### config.mk
export PLATFORM = sky130hd
export DESIGN_NAME = sound_event_scheduler
export DESIGN_NICKNAME = d
export VERILOG_FILES = /design/src/rtl/sound_event_scheduler.sv
export SDC_FILE = /design/constraint.sdc
export NUM_CORES = 1
export LEC_CHECK = 0
export ABC_AREA = 1
export CAP_MARGIN = 20
export CORE_UTILIZATION = 40
export DETAILED_ROUTE_END_ITERATION = 8
export PLACE_DENSITY_LB_ADDON = 0.08
export SETUP_SLACK_MARGIN = 0.02
export SLEW_MARGIN = 40
export SYNTH_ARGS = -nofsm -noshare
export SYNTH_HDL_FRONTEND = slang
export SYNTH_SLANG_ARGS = --single-unit
### constraint.sdc
create_clock -name clk -period 4.92 [get_ports clk]
set_input_delay 1.23 -clock clk [delete_from_list [all_inputs] [get_ports clk]]
set_output_delay 1.23 -clock clk [all_outputs]
set_load 0.1 [all_outputs]
### src/rtl/sound_event_scheduler.sv
// Sound event scheduler.
// Latches game events (kill, hit, shot, move) as pending requests and plays
// them one at a time by priority kill > hit > shot > move. Each sound plays
// for a per-class number of 1 ms ticks, followed by a silent gap. A strictly
// higher-priority request aborts the sound that is playing. The gap cannot
// be aborted.
//
// Ports:
//   clk        system clock, rising edge
//   reset      synchronous, active-high
//   ev_kill    enemy-destroyed event level (rising edge counts)
//   ev_hit     player-hit event level
//   ev_shot    player-fire event level
//   ev_move    player-move event level
//   snd_code   sound being launched or played: kill=3 hit=2 shot=1 move=0
//   snd_start  one-cycle pulse when a sound is launched
//   snd_active high while a sound is playing
//   pending    latched requests {kill,hit,shot,move}
//   merge_cnt  saturating count of requests merged into a pending one
module sound_event_scheduler #(
    parameter int TICK_DIV = 100000,
    parameter int DUR_KILL = 200,
    parameter int DUR_HIT  = 300,
    parameter int DUR_SHOT = 80,
    parameter int DUR_MOVE = 30,
    parameter int GAP      = 10
) (
    input  logic       clk,
    input  logic       reset,
    input  logic       ev_kill,
    input  logic       ev_hit,
    input  logic       ev_shot,
    input  logic       ev_move,
    output logic [1:0] snd_code,
    output logic       snd_start,
    output logic       snd_active,
    output logic [3:0] pending,
    output logic [7:0] merge_cnt
);

    localparam int MAX_A   = (DUR_KILL > DUR_HIT)  ? DUR_KILL : DUR_HIT;
    localparam int MAX_B   = (DUR_SHOT > DUR_MOVE) ? DUR_SHOT : DUR_MOVE;
    localparam int MAX_C   = (MAX_A > MAX_B) ? MAX_A : MAX_B;
    localparam int MAX_DUR = (MAX_C > GAP) ? MAX_C : GAP;
    localparam int PW      = (TICK_DIV > 1) ? $clog2(TICK_DIV) : 1;
    localparam int DW      = (MAX_DUR > 1) ? $clog2(MAX_DUR + 1) : 1;

    localparam logic [PW-1:0] PRESC_LAST = PW'(TICK_DIV - 1);
    localparam logic [DW-1:0] GAP_LAST   = DW'(GAP - 1);

    typedef enum logic [1:0] {S_IDLE, S_START, S_PLAY, S_GAP} state_t;

    state_t        state;
    logic [3:0]    ev_now, ev_q, edge_v;
    logic [3:0]    clr, merge_hits;
    logic [1:0]    hi_code, cur;
    logic          take, tick_done;
    logic [PW-1:0] presc;
    logic [DW-1:0] tick_cnt, dur_len;
    logic [8:0]    merge_sum;
    logic [7:0]    merge_next;

    // Bit index of pending equals the class code.
    assign ev_now = {ev_kill, ev_hit, ev_shot, ev_move};
    assign edge_v = ev_now & ~ev_q;

    function automatic logic [DW-1:0] dur_of(input logic [1:0] c);
        case (c)
            2'd3:    return DW'(DUR_KILL);
            2'd2:    return DW'(DUR_HIT);
            2'd1:    return DW'(DUR_SHOT);
            default: return DW'(DUR_MOVE);
        endcase
    endfunction

    // Ascending scan: the last set bit is the highest priority.
    always_comb begin
        hi_code = 2'd0;
        for (int i = 0; i < 4; i++)
            if (pending[i]) hi_code = 2'(i);
    end

    assign take = (|pending) &&
                  ((state == S_IDLE) || (state == S_PLAY && hi_code > cur));
    assign clr  = take ? (4'b0001 << hi_code) : 4'b0000;

    // A request whose bit is being consumed this cycle is a fresh request,
    // not a duplicate, so it re-arms the bit without counting as a merge.
    assign merge_hits = edge_v & pending & ~clr;
    assign merge_sum  = {1'b0, merge_cnt} + 9'($countones(merge_hits));
    assign merge_next = merge_sum[8] ? 8'hFF : merge_sum[7:0];

    assign tick_done = (presc == PRESC_LAST);

    always_ff @(posedge clk) begin
        if (reset) begin
            state      <= S_IDLE;
            snd_code   <= 2'd0;
            snd_start  <= 1'b0;
            snd_active <= 1'b0;
            pending    <= 4'd0;
            merge_cnt  <= 8'd0;
            presc      <= '0;
            tick_cnt   <= '0;
            dur_len    <= '0;
            cur        <= 2'd0;
            // Track the inputs so a level held across release is not an edge.
            ev_q       <= ev_now;
        end else begin
            ev_q      <= ev_now;
            pending   <= (pending & ~clr) | edge_v;
            merge_cnt <= merge_next;
            snd_start <= 1'b0;
            case (state)
                S_IDLE: begin
                    if (take) begin
                        cur       <= hi_code;
                        dur_len   <= dur_of(hi_code);
                        snd_code  <= hi_code;
                        snd_start <= 1'b1;
                        state     <= S_START;
                    end
                end
                S_START: begin
                    presc      <= '0;
                    tick_cnt   <= '0;
                    snd_active <= 1'b1;
                    state      <= S_PLAY;
                end
                S_PLAY: begin
                    if (take) begin
                        // Aborted sound is dropped, not requeued.
                        cur        <= hi_code;
                        dur_len    <= dur_of(hi_code);
                        snd_code   <= hi_code;
                        snd_start  <= 1'b1;
                        snd_active <= 1'b0;
                        state      <= S_START;
                    end else if (tick_done) begin
                        presc <= '0;
                        if (tick_cnt == dur_len - DW'(1)) begin
                            tick_cnt   <= '0;
                            snd_active <= 1'b0;
                            snd_code   <= 2'd0;
                            state      <= (GAP > 0) ? S_GAP : S_IDLE;
                        end else begin
                            tick_cnt <= tick_cnt + DW'(1);
                        end
                    end else begin
                        presc <= presc + PW'(1);
                    end
                end
                S_GAP: begin
                    if (tick_done) begin
                        presc <= '0;
                        if (tick_cnt == GAP_LAST) begin
                            tick_cnt <= '0;
                            state    <= S_IDLE;
                        end else begin
                            tick_cnt <= tick_cnt + DW'(1);
                        end
                    end else begin
                        presc <= presc + PW'(1);
                    end
                end
                default: state <= S_IDLE;
            endcase
        end
    end

endmodule
==> reports/summary.txt, run 1 <==
Synthesized Nets - 458
Final setup TNS - 0 ns
Fillers - 757
Sequential share of the synthesized area - 0.367
Number of global-route vias before repair - 2,531
Worst-Skew Late Latency - 0.31 ns
Main combinational cell family by area after synthesis - simple AND/OR/NAND/NOR gates
Area share of and/or/nand/nor cells after synthesis - 0.321
Final estimated routing congestion in global placement - 0.839
Clock-pin slew of the registers on the worst-case setup and hold paths - 0.10 ns
Worst rel slew slack - 0.676
Most used cell, CP - sky130_fd_sc_hd__inv_1
Global-route total usage across every layer - 0.175
Per-instance average area after synthesis - 6.96 µm²
RSZ-0062 raised after global routing - false
Post-route worst setup slack - 0.742 ns
Minimum clock period - 4.18 ns
Critical path's slowest cell - sky130_fd_sc_hd__dfxtp_1
Synth Instances - 439
Crit path buf inv count - 4
Power Dens Cells - 411 mW/mm²
Via count of the routed design - 2,709
Actual transition at the worst max-transition pin - 0.489 ns
Finished Core Util - 0.459
Crit share post-route - 0.849
Netlist area before placement - 0.00306 mm²
# rows - 31
I/O pins - 22
Total routed wirelength - 6370 µm
Layout Area Growth over Synthesis - 10.1%
Vertical die dimension - 89.4 µm
Setup crit start kind - register
Port Buffers - 21
DRC marker count from the first detailed-route iteration - 46
DR DRC count - 0
Peak ir drop on the vdd network - 281 µV
Classification of the worst-slack hold path - reg2reg
Remaining global-route overflow - 0
Number of enable-type register cells in the synthesized netlist - 0
Delay contributed by the slowest stage of the critical path - 0.47 ns
Maximum number of pins on one net before global-route repair - 27
Final count of hold timing violations - 0
Design area - 0.00337 mm²
Maximum fanout along the worst path - 6
Data arrival time of the critical path - 4.43 ns
Cell Area, Placed - 0.00327 mm²
Total of endpoints with negative setup slack in the final report - 0
Compound-Gate Fraction of Synth Area - 0.107
Antenna violations before repair - 0
Async S/R FF share, synth - 0
Max-slew violation count - 0
Most instantiated flip-flop cell in the synthesis netlist - sky130_fd_sc_hd__dfxtp_1
Cell breakdown of the critical path - inv_1, a21oi_1, ha_1, a21oi_1, nand2_1, a21boi_0, nand3_1, nand4_1, fa_1, fa_1, inv_1, fa_1, nand2_1, nor3_1, inv_1, nor2_1, inv_1, a21oi_1
Clk sink count - 56
Number of maximum-capacitance violations - 0
Setup CP Type - reg2reg
Endpoint required time on the critical path - 5.17 ns
Cells resized by post-CTS repair - 0
Via density per instance - 4.84
Floorplan die width - 89.4 µm
Distinct cells, synth - 34
Mux cell area share after synthesis - 0.00327
Initial core utilization - 0.417
Static leakage - 1.44 nW
Setup repair bufs after CTS - 0
Core ar. - 0.00733 mm²
Share of post-route cells with drive strength above 1 - 0.0911
Sequential cell area in the final layout - 0.00112 mm²
CP endpoint kind - register
Achievable clock frequency - 239 MHz
Hold buffer count at CTS - 0
Outcome - finished clean
Post-detailed-route wirelength per cell - 11.4 µm
Clock Tree Buf Depth - 2
HPWL after detailed placement - 4880 µm
Area of combinational cells with multiple inputs - 0.00165 mm²
Root buffer cell - sky130_fd_sc_hd__clkbuf_8
Number of warnings printed during yosys synthesis - 0
Area enclosed by the die boundary - 0.00800 mm²
Area share of xor/xnor cells in the synthesized design - 0.0487
Adder-cell share of the synthesized area - 0.0606
Remaining antenna violation count - 0
First-pass GRT wire length - 10,900 µm
Number of synthesized register bits - 56
Worst slack, placed - 0.812 ns
TritonCTS clock tree - built
Layout Skew - 0.00763 ns
Count of antenna diodes in the layout - 0
Final layout net count - 479
Critical path's top delay family - adder cells
DR pass1 iterations - 4
Flop-to-flop setup slack - 0.74 ns
Number of buffers created by CTS - 5
Number of levels the H-tree was split into - 2
metal layers:
metal  share of wire  GRT usage  vias to the layer above
met4           0.021     0.0664                        0
met1            0.50      0.222                     1221
met2            0.45      0.293                       36
met5               0          0                        -
met3           0.033     0.0351                       14
li1                -          -                     1438
final timing paths:
check	from	endpoint	cells past startpoint
worst max-delay path	pending[2]	merge_cnt[5]	18
worst min-delay path	snd_code[0]	snd_code[0]	2
worst max register to register	pending[2]	merge_cnt[5]	18
worst min register to register	snd_code[0]	snd_code[0]	2
cell usage after synthesis (5+ instances only):
library cell              number  share of area
sky130_fd_sc_hd__a21oi_1      32          0.052
sky130_fd_sc_hd__dfxtp_1      56           0.37
sky130_fd_sc_hd__ha_1         10          0.041
sky130_fd_sc_hd__inv_1        59          0.072
sky130_fd_sc_hd__nand2_1     107           0.13
sky130_fd_sc_hd__nand3_1      29          0.047
sky130_fd_sc_hd__nand4_1       5          0.010
sky130_fd_sc_hd__nor2_1       52          0.064
sky130_fd_sc_hd__nor3_1       12          0.020
sky130_fd_sc_hd__o21ai_0      14          0.023
sky130_fd_sc_hd__o21ai_1       8          0.013
sky130_fd_sc_hd__xnor2_1       5          0.014
sky130_fd_sc_hd__xor2_1       12          0.034
worst reg2reg max path, stage by stage (launching register included):
cell,delay [ns]
sky130_fd_sc_hd__dfxtp_1,0.47
sky130_fd_sc_hd__inv_1,0.09
sky130_fd_sc_hd__a21oi_1,0.27
sky130_fd_sc_hd__ha_1,0.28
sky130_fd_sc_hd__a21oi_1,0.15
sky130_fd_sc_hd__nand2_1,0.09
sky130_fd_sc_hd__a21boi_0,0.34
sky130_fd_sc_hd__nand3_1,0.20
sky130_fd_sc_hd__nand4_1,0.14
sky130_fd_sc_hd__fa_1,0.45
sky130_fd_sc_hd__fa_1,0.42
sky130_fd_sc_hd__inv_1,0.09
sky130_fd_sc_hd__fa_1,0.23
sky130_fd_sc_hd__nand2_1,0.07
sky130_fd_sc_hd__nor3_1,0.28
sky130_fd_sc_hd__inv_1,0.07
sky130_fd_sc_hd__nor2_1,0.19
sky130_fd_sc_hd__inv_1,0.14
sky130_fd_sc_hd__a21oi_1,0.15
registers in the layout, summed over array words and instances (netlist names), 2 cells and up:
name       flops
pending        4
ev_q           4
presc         17
merge_cnt      8
snd_code       2
dur_len        6
tick_cnt       9
state          2
cur            2
placed cells by master (no fill, tap or decap), drive strengths merged, types with 3 or more instances in the layout:
master         instances
a21oi                 32
nand4                  5
a211oi                 4
ha                    10
o21ai                 22
clkinv                 3
nor2                  54
fa                     3
xnor2                  5
clkbuf                 5
buf                   17
nand3                 30
inv                   63
dfxtp                 56
nand2                112
nor3                  17
clkdlybuf4s50          5
xor2                  12
where the power goes:
group	internal [W]	switching, W	total [W]	leakage [nW]
sequential	0.000498	0.0000408	0.000539	0.456
combinational	0.000164	0.000420	0.000584	0.937
clock	0.000103	0.000158	0.000260	0.0485
stage by stage:
step,hold WS [ns],std cells,power [W]
after floorplan,0.439,439,0.00103
after global placement,0.449,552,0.00115
after detailed placement,0.453,552,0.00114
after CTS,0.469,560,0.00140
after global routing,0.500,560,0.00150
final,0.467,560,0.00138
logic make-up after synthesis:
group	count (synthesis)
AND/OR/NAND/NOR	219
buffers and inverters	71
AO/OA/AOI/OAI	62
flip-flops	56
XOR/XNOR	17
adder cells (fa/ha/maj)	13
multiplexers	1
final cells by class:
| type | count | share of cell area |
|---|---|---|
| Clock buffer | 5 | 0.0204 |
| Clock inverter | 3 | 0.00669 |
| Inverter | 63 | 0.0714 |
| Multi-Input combinational cell | 312 | 0.491 |
| Sequential cell | 56 | 0.333 |
| Tap cell | 99 | 0.0368 |
| Timing Repair Buffer | 22 | 0.0409 |
No activity file was read; power rests on OpenSTA's default activity.
==> run 2: changes to the inputs <==
==> constraint.sdc (replaced) <==
create_clock -name clk -period 3.6 [get_ports clk]
set_input_delay 0.9 -clock clk [delete_from_list [all_inputs] [get_ports clk]]
set_output_delay 0.9 -clock clk [all_outputs]
set_load 0.1 [all_outputs]
==> run 2 against run 1 <==
  * Die area unchanged
  * Power increased by 44%
  * Critical path type unchanged
  * Hold slack improved by 0.0027 ns
  * Critical path depth rose by 1
  * Highest routed layer unchanged
  * Clock power increased by 41%
  * Worst setup slack got worse by 0.57 ns
==> reports/summary.txt, run 2 (synthesized netlist as in run 1, its figures left out) <==
Final instance count without filler cells - 572
Root buffer cell - sky130_fd_sc_hd__clkbuf_8
RSZ-0062 raised after global routing - false
Most flops, register - presc
Start point of the worst min-delay path - snd_code[1]
Post-route worst setup slack - 0.175 ns
Via density per instance - 4.78
DRC marker count from the first detailed-route iteration - 80
Layout Skew - 0.00942 ns
Global-route total usage across every layer - 0.188
Count of antenna diodes in the layout - 0
Maximum fanout along the worst path - 5
Port Buffers - 21
Worst slack, placed - -0.00459 ns
Antenna violations before repair - 0
Actual transition at the worst max-transition pin - 0.488 ns
Cell breakdown of the critical path - nor2_4, inv_2, ha_4, inv_1, o21bai_1, nand2_1, a21boi_2, nand3_2, nand4_1, fa_1, fa_2, inv_2, fa_2, nand2_1, nor3_2, inv_1, nor2_4, inv_2, a21oi_1
Total of endpoints with negative setup slack in the final report - 0
Total routed wirelength - 6820 µm
Hold buffer count at CTS - 0
I/O pins - 22
Origin of the worst setup path - pending[3]
Most used cell, CP - sky130_fd_sc_hd__inv_2
# rows - 31
Number of maximum-capacitance violations - 0
Number of buffers created by CTS - 5
Flip-flop count of the largest register after layout - 17
Most common cell after layout, fill and taps aside - sky130_fd_sc_hd__nand2_1
Critical path's top delay family - adder cells
Max-slew violation count - 0
Delay contributed by the slowest stage of the critical path - 0.45 ns
Crit share post-route - 0.951
Final estimated routing congestion in global placement - 0.843
Maximum number of pins on one net before global-route repair - 26
Vertical die dimension - 89.4 µm
Clock Tree Buf Depth - 2
Crit path buf inv count - 5
Fillers - 752
Share of post-route cells with drive strength above 1 - 0.150
Core ar. - 0.00733 mm²
Static leakage - 1.51 nW
Clock-pin slew of the registers on the worst-case setup and hold paths - 0.10 ns
DR pass1 iterations - 4
Minimum clock period - 3.42 ns
Peak ir drop on the vdd network - 279 µV
Clk sink count - 56
DR DRC count - 0
Via count of the routed design - 2,736
Number of levels the H-tree was split into - 2
Final count of hold timing violations - 0
TritonCTS clock tree - built
Total placed cells including tap cells - 556
Worst reg2reg startpoint - pending[3]
CP endpoint kind - register
Floorplan die width - 89.4 µm
Post-detailed-route wirelength per cell - 11.9 µm
First-pass GRT wire length - 11,600 µm
Data arrival time of the critical path - 3.66 ns
Setup crit start kind - register
Remaining antenna violation count - 0
Leading registers by flop count - presc: 17 flops, tick_cnt: 9 flops, merge_cnt: 8 flops
Leading cell types in the layout, fill and taps excluded - sky130_fd_sc_hd__nand2_1 (107), sky130_fd_sc_hd__inv_1 (55), sky130_fd_sc_hd__dfxtp_1 (52)
Worst rel slew slack - 0.677
Final setup TNS - 0 ns
Achievable clock frequency - 292 MHz
Classification of the worst-slack hold path - reg2reg
Area enclosed by the die boundary - 0.00800 mm²
HPWL after detailed placement - 5180 µm
Layout Area Growth over Synthesis - 16.7%
Critical path's slowest cell - sky130_fd_sc_hd__fa_1
Setup CP Type - reg2reg
Remaining global-route overflow - 0
Design area - 0.00357 mm²
Final layout net count - 491
Number of global-route vias before repair - 2,528
Power Dens Cells - 559 mW/mm²
Initial core utilization - 0.417
Outcome - finished clean
Cell Area, Placed - 0.00337 mm²
Worst-Skew Late Latency - 0.31 ns
Finished Core Util - 0.486
Endpoint required time on the critical path - 3.84 ns
run 2: cell count changes in the layout (fill, tap and decap cells not counted), moves of 2 or more:
| cell | previous run | this run |
|---|---|---|
| sky130_fd_sc_hd__dfxtp_4 | 0 | 3 |
| sky130_fd_sc_hd__inv_2 | 2 | 6 |
| sky130_fd_sc_hd__dfxtp_1 | 56 | 52 |
| sky130_fd_sc_hd__fa_2 | 0 | 2 |
| sky130_fd_sc_hd__buf_2 | 16 | 2 |
| sky130_fd_sc_hd__nor2_4 | 2 | 4 |
| sky130_fd_sc_hd__fa_1 | 3 | 1 |
| sky130_fd_sc_hd__nor2_1 | 52 | 50 |
| sky130_fd_sc_hd__inv_1 | 59 | 55 |
| sky130_fd_sc_hd__buf_4 | 1 | 27 |
run 2: metrics by stage:
step	power, W	hold WS, ns
after global placement	0.00159	0.448
after global routing	0.00215	0.495
after floorplan	0.00142	0.439
final	0.00199	0.470
after detailed placement	0.00160	0.457
after CTS	0.00199	0.474
run 2: worst paths after layout:
check	to	slack [ns]	cells after the start
min reg2reg	snd_code[1]	0.47	2
min	snd_code[1]	0.47	2
max reg2reg	merge_cnt[5]	0.18	19
max	merge_cnt[5]	0.18	19
run 2: timing repair:
action	in CTS	in global routing
gates resized for setup	2	9
pin swaps	1	10
hold endpoints to repair	0	0
endpoints found under the setup margin	2	8
setup buffers	1	7
run 2: final cells by class:
| type | instances | area, µm² | share of cell area |
|---|---|---|---|
| Timing Repair Buffer | 34 | 263 | 0.0737 |
| Clock inverter | 2 | 13.8 | 0.00386 |
| Tap cell | 99 | 124 | 0.0347 |
| Multi-Input combinational cell | 312 | 1710 | 0.479 |
| Inverter | 63 | 240 | 0.0674 |
| Sequential cell | 56 | 1130 | 0.318 |
| Clock buffer | 6 | 82.6 | 0.0232 |
run 2: per-layer routing:
metal / vias to the layer above / wire (µm) / global-route usage
li1: 1462 / - / -
met4: 0 / 61 / 0.0476
met1: 1243 / 3450 / 0.244
met2: 26 / 3140 / 0.323
met5: - / 0 / 0
met3: 5 / 171 / 0.0342
run 2: power breakdown:
part / switching, W / internal (W) / leakage, nW
Clock: 0.000208 / 0.000158 / 0.0516
Sequential: 0.0000560 / 0.000681 / 0.458
Combinational: 0.000606 / 0.000283 / 0.998
run 2: worst reg2reg max path, stage by stage, from the launching register on:
cell	delay, ns
sky130_fd_sc_hd__dfxtp_4	0.38
sky130_fd_sc_hd__nor2_4	0.16
sky130_fd_sc_hd__inv_2	0.07
sky130_fd_sc_hd__ha_4	0.26
sky130_fd_sc_hd__inv_1	0.03
sky130_fd_sc_hd__o21bai_1	0.11
sky130_fd_sc_hd__nand2_1	0.10
sky130_fd_sc_hd__a21boi_2	0.17
sky130_fd_sc_hd__nand3_2	0.11
sky130_fd_sc_hd__nand4_1	0.11
sky130_fd_sc_hd__fa_1	0.45
sky130_fd_sc_hd__fa_2	0.36
sky130_fd_sc_hd__inv_2	0.08
sky130_fd_sc_hd__fa_2	0.23
sky130_fd_sc_hd__nand2_1	0.07
sky130_fd_sc_hd__nor3_2	0.19
sky130_fd_sc_hd__inv_1	0.10
sky130_fd_sc_hd__nor2_4	0.15
sky130_fd_sc_hd__inv_2	0.07
sky130_fd_sc_hd__a21oi_1	0.15
==> run 3: changes to the inputs <==
--- a/config.mk
+++ b/config.mk
@@ -7,6 +7,7 @@
 export LEC_CHECK = 0
 export ABC_AREA = 1
 export CAP_MARGIN = 20
+export CORE_ASPECT_RATIO = 0.9
 export CORE_UTILIZATION = 40
 export DETAILED_ROUTE_END_ITERATION = 8
 export PLACE_DENSITY_LB_ADDON = 0.08
@@ -15,3 +16,4 @@
 export SYNTH_ARGS = -nofsm -noshare
 export SYNTH_HDL_FRONTEND = slang
 export SYNTH_SLANG_ARGS = --single-unit
+export TNS_END_PERCENT = 100
==> constraint.sdc (replaced) <==
create_clock -name clk -period 3.15 [get_ports clk]
set_input_delay 0.7875 -clock clk [delete_from_list [all_inputs] [get_ports clk]]
set_output_delay 0.7875 -clock clk [all_outputs]
set_load 0.1 [all_outputs]
==> run 3 against run 2 <==
  * The run now ends with setup timing left
  * Non-clock buffer count rose by 12
  * First-iteration DRC count did not move
  * Power rose by 15%
  * Via count rose by 1.1%
  * Clock power rose by 6.6%
  * Combinational power rose by 20%
  * Sequential power rose by 13%
  * Fmax rose by 7.0%
==> reports/summary.txt, run 3 (synthesized netlist as in run 1, its figures left out) <==
Maximum fanout along the worst path - 4
Fillers - 737
Crit share post-route - 1.02
Delay contributed by the slowest stage of the critical path - 0.45 ns
Actual transition at the worst max-transition pin - 0.356 ns
Logic pwr share - 0.467
Outcome - complete, but fails checks
Cell breakdown of the critical path - nor2_4, inv_2, ha_4, inv_2, o21bai_1, nand2_1, nand2_2, nand2_4, nor2_4, inv_2, nand4_1, fa_1, fa_2, inv_2, fa_2, nand2_2, nor3_4, inv_2, nor2_4, inv_4, a21oi_2
Worst reg2reg endpoint - merge_cnt[2]
HPWL after detailed placement - 5020 µm
Layout Area Growth over Synthesis - 19.7%
Clock Tree Buf Depth - 2
Number of buffers created by CTS - 5
Worst rel slew slack - 0.762
Clk sink count - 56
Number of global-route vias before repair - 2,549
Via density per instance - 4.79
Net switching share of the total power - 0.435
Leading cell types in the layout, fill and taps excluded - sky130_fd_sc_hd__nand2_1 (106), sky130_fd_sc_hd__inv_1 (52), sky130_fd_sc_hd__dfxtp_1 (52)
Core ar. - 0.00722 mm²
Final instance count without filler cells - 578
Share of post-route cells with drive strength above 1 - 0.184
Sequential fraction of design power - 0.364
Most used cell, CP - sky130_fd_sc_hd__inv_2
Initial core utilization - 0.423
Number of maximum-capacitance violations - 0
Endpoint required time on the critical path - 3.39 ns
Net Switching - 0.000999 W
Setup CP Type - reg2reg
Minimum clock period - 3.20 ns
Port Buffers - 21
Violated checks - setup timing
Remaining antenna violation count - 0
TritonCTS clock tree - built
Global-route total usage across every layer - 0.181
Classification of the worst-slack hold path - reg2reg
Achievable clock frequency - 313 MHz
Power Dens Cells - 629 mW/mm²
Remaining global-route overflow - 0
Vertical die dimension - 84.9 µm
Total of endpoints with negative setup slack in the final report - 6
Start point of the worst min-delay path - snd_active
Floorplan die width - 94.1 µm
Maximum number of pins on one net before global-route repair - 21
Number of cells traversed by the worst hold path - 2
Final estimated routing congestion in global placement - 0.800
Hold buffer count at CTS - 0
Antenna violations before repair - 0
Post-route worst setup slack - -0.0499 ns
RSZ-0062 raised after global routing - true
First-pass GRT wire length - 11,700 µm
Static leakage - 1.57 nW
Total placed cells including tap cells - 564
Final layout net count - 503
Number of levels the H-tree was split into - 2
Via count of the routed design - 2,766
Root buffer cell - sky130_fd_sc_hd__clkbuf_8
DR DRC count - 0
Setup crit start kind - register
Total routed wirelength - 6640 µm
Most flops, register - presc
CP endpoint kind - register
Data arrival time of the critical path - 3.44 ns
Peak ir drop on the vdd network - 252 µV
Clock network fraction of design power - 0.170
Worst-Skew Late Latency - 0.30 ns
Layout Skew - 0.00521 ns
I/O pins - 22
DRC marker count from the first detailed-route iteration - 80
Flop-to-flop setup slack - -0.05 ns
Max-slew violation count - 0
Final setup TNS - -0.199 ns
DR pass1 iterations - 5
Leading registers by flop count - presc: 17 flops, tick_cnt: 9 flops, merge_cnt: 8 flops
Overall power of the completed layout - 0.00230 W
Most common cell after layout, fill and taps aside - sky130_fd_sc_hd__nand2_1
Worst slack, placed - -0.124 ns
Post-detailed-route wirelength per cell - 11.5 µm
Critical path's slowest cell - sky130_fd_sc_hd__fa_1
Flip-flop count of the largest register after layout - 17
Hold-critical path endpoint - snd_active
Count of antenna diodes in the layout - 0
# rows - 29
Number of cells on the worst reg-to-reg path - 21
Clock-pin slew of the registers on the worst-case setup and hold paths - 0.10 ns
Worst reg2reg startpoint - pending[2]
Final count of hold timing violations - 0
Area enclosed by the die boundary - 0.00800 mm²
Cell internal power dissipation - 0.00130 W
==> run 3: worst max path at each step <==
stage | startpoint | to | slack [ns] | depth (start not counted)
6_report | pending[2] | merge_cnt[2] | -0.05 | 21
5_1_grt | pending[2] | merge_cnt[2] | -0.29 | 21
4_1_cts | pending[2] | merge_cnt[4] | -0.05 | 21
3_5_place_dp | ev_hit | merge_cnt[4] | -0.12 | 12
3_3_place_gp | ev_hit | merge_cnt[5] | -0.08 | 12
2_1_floorplan | pending[2] | merge_cnt[2] | -0.25 | 20
==> run 3: timing repair <==
item / in CTS / in global routing
endpoints found under the setup margin: 8 / 8
setup buffers: 6 / 0
resized for setup: 6 / 8
pin swaps: 3 / 1
cloned: 0 / 0
==> run 3: worst max-delay path: cells and delay by family (launching register included) <==
kind | cells | cell delay (ns)
DFF | 1 | 0.38
AOI/OAI and AO/OA | 2 | 0.24
and+or+nand+nor | 9 | 0.94
adders and majority gates | 4 | 1.28
buffers and inverters | 6 | 0.32
==> run 3: final cells by class <==
| class | instances | area, µm² | area share |
|---|---|---|---|
| multi-input cells | 312 | 1720 | 0.471 |
| flip-flops and latches | 56 | 1130 | 0.310 |
| repair buffers | 46 | 358 | 0.0978 |
| inverters | 63 | 243 | 0.0663 |
| well taps | 93 | 116 | 0.0318 |
| clock buffers | 6 | 72.6 | 0.0198 |
| clock inverters | 2 | 11.3 | 0.00308 |
==> run 3: metal layers <==
metal,routed length (µm),track usage,vias up,share of wire
li1,-,-,1489,-
met2,2850,0.277,39,0.43
met1,3550,0.265,1236,0.53
met3,210,0.0323,2,0.032
met4,33,0.0378,0,0.0050
met5,0,0,-,0
==> run 3: power by group through the flow <==
stage          sequential [W]  clock [W]  combinational (W)
3_3_place_gp         0.000852          0            0.00102
5_1_grt              0.000848   0.000440            0.00119
6_report             0.000836   0.000390            0.00107
2_1_floorplan         0.00100          0           0.000631
4_1_cts              0.000837   0.000410            0.00107
3_5_place_dp         0.000853          0            0.00102
==> run 3: per-stage QoR <==
stage                     utilization  hold WS (ns)  cell area (µm²)
after floorplan                     -         0.439             3100
after global placement          0.482         0.450             3480
after detailed placement        0.482         0.454             3480
after CTS                       0.504         0.471             3640
after global routing            0.507         0.497             3660
final                           0.507         0.468             3660
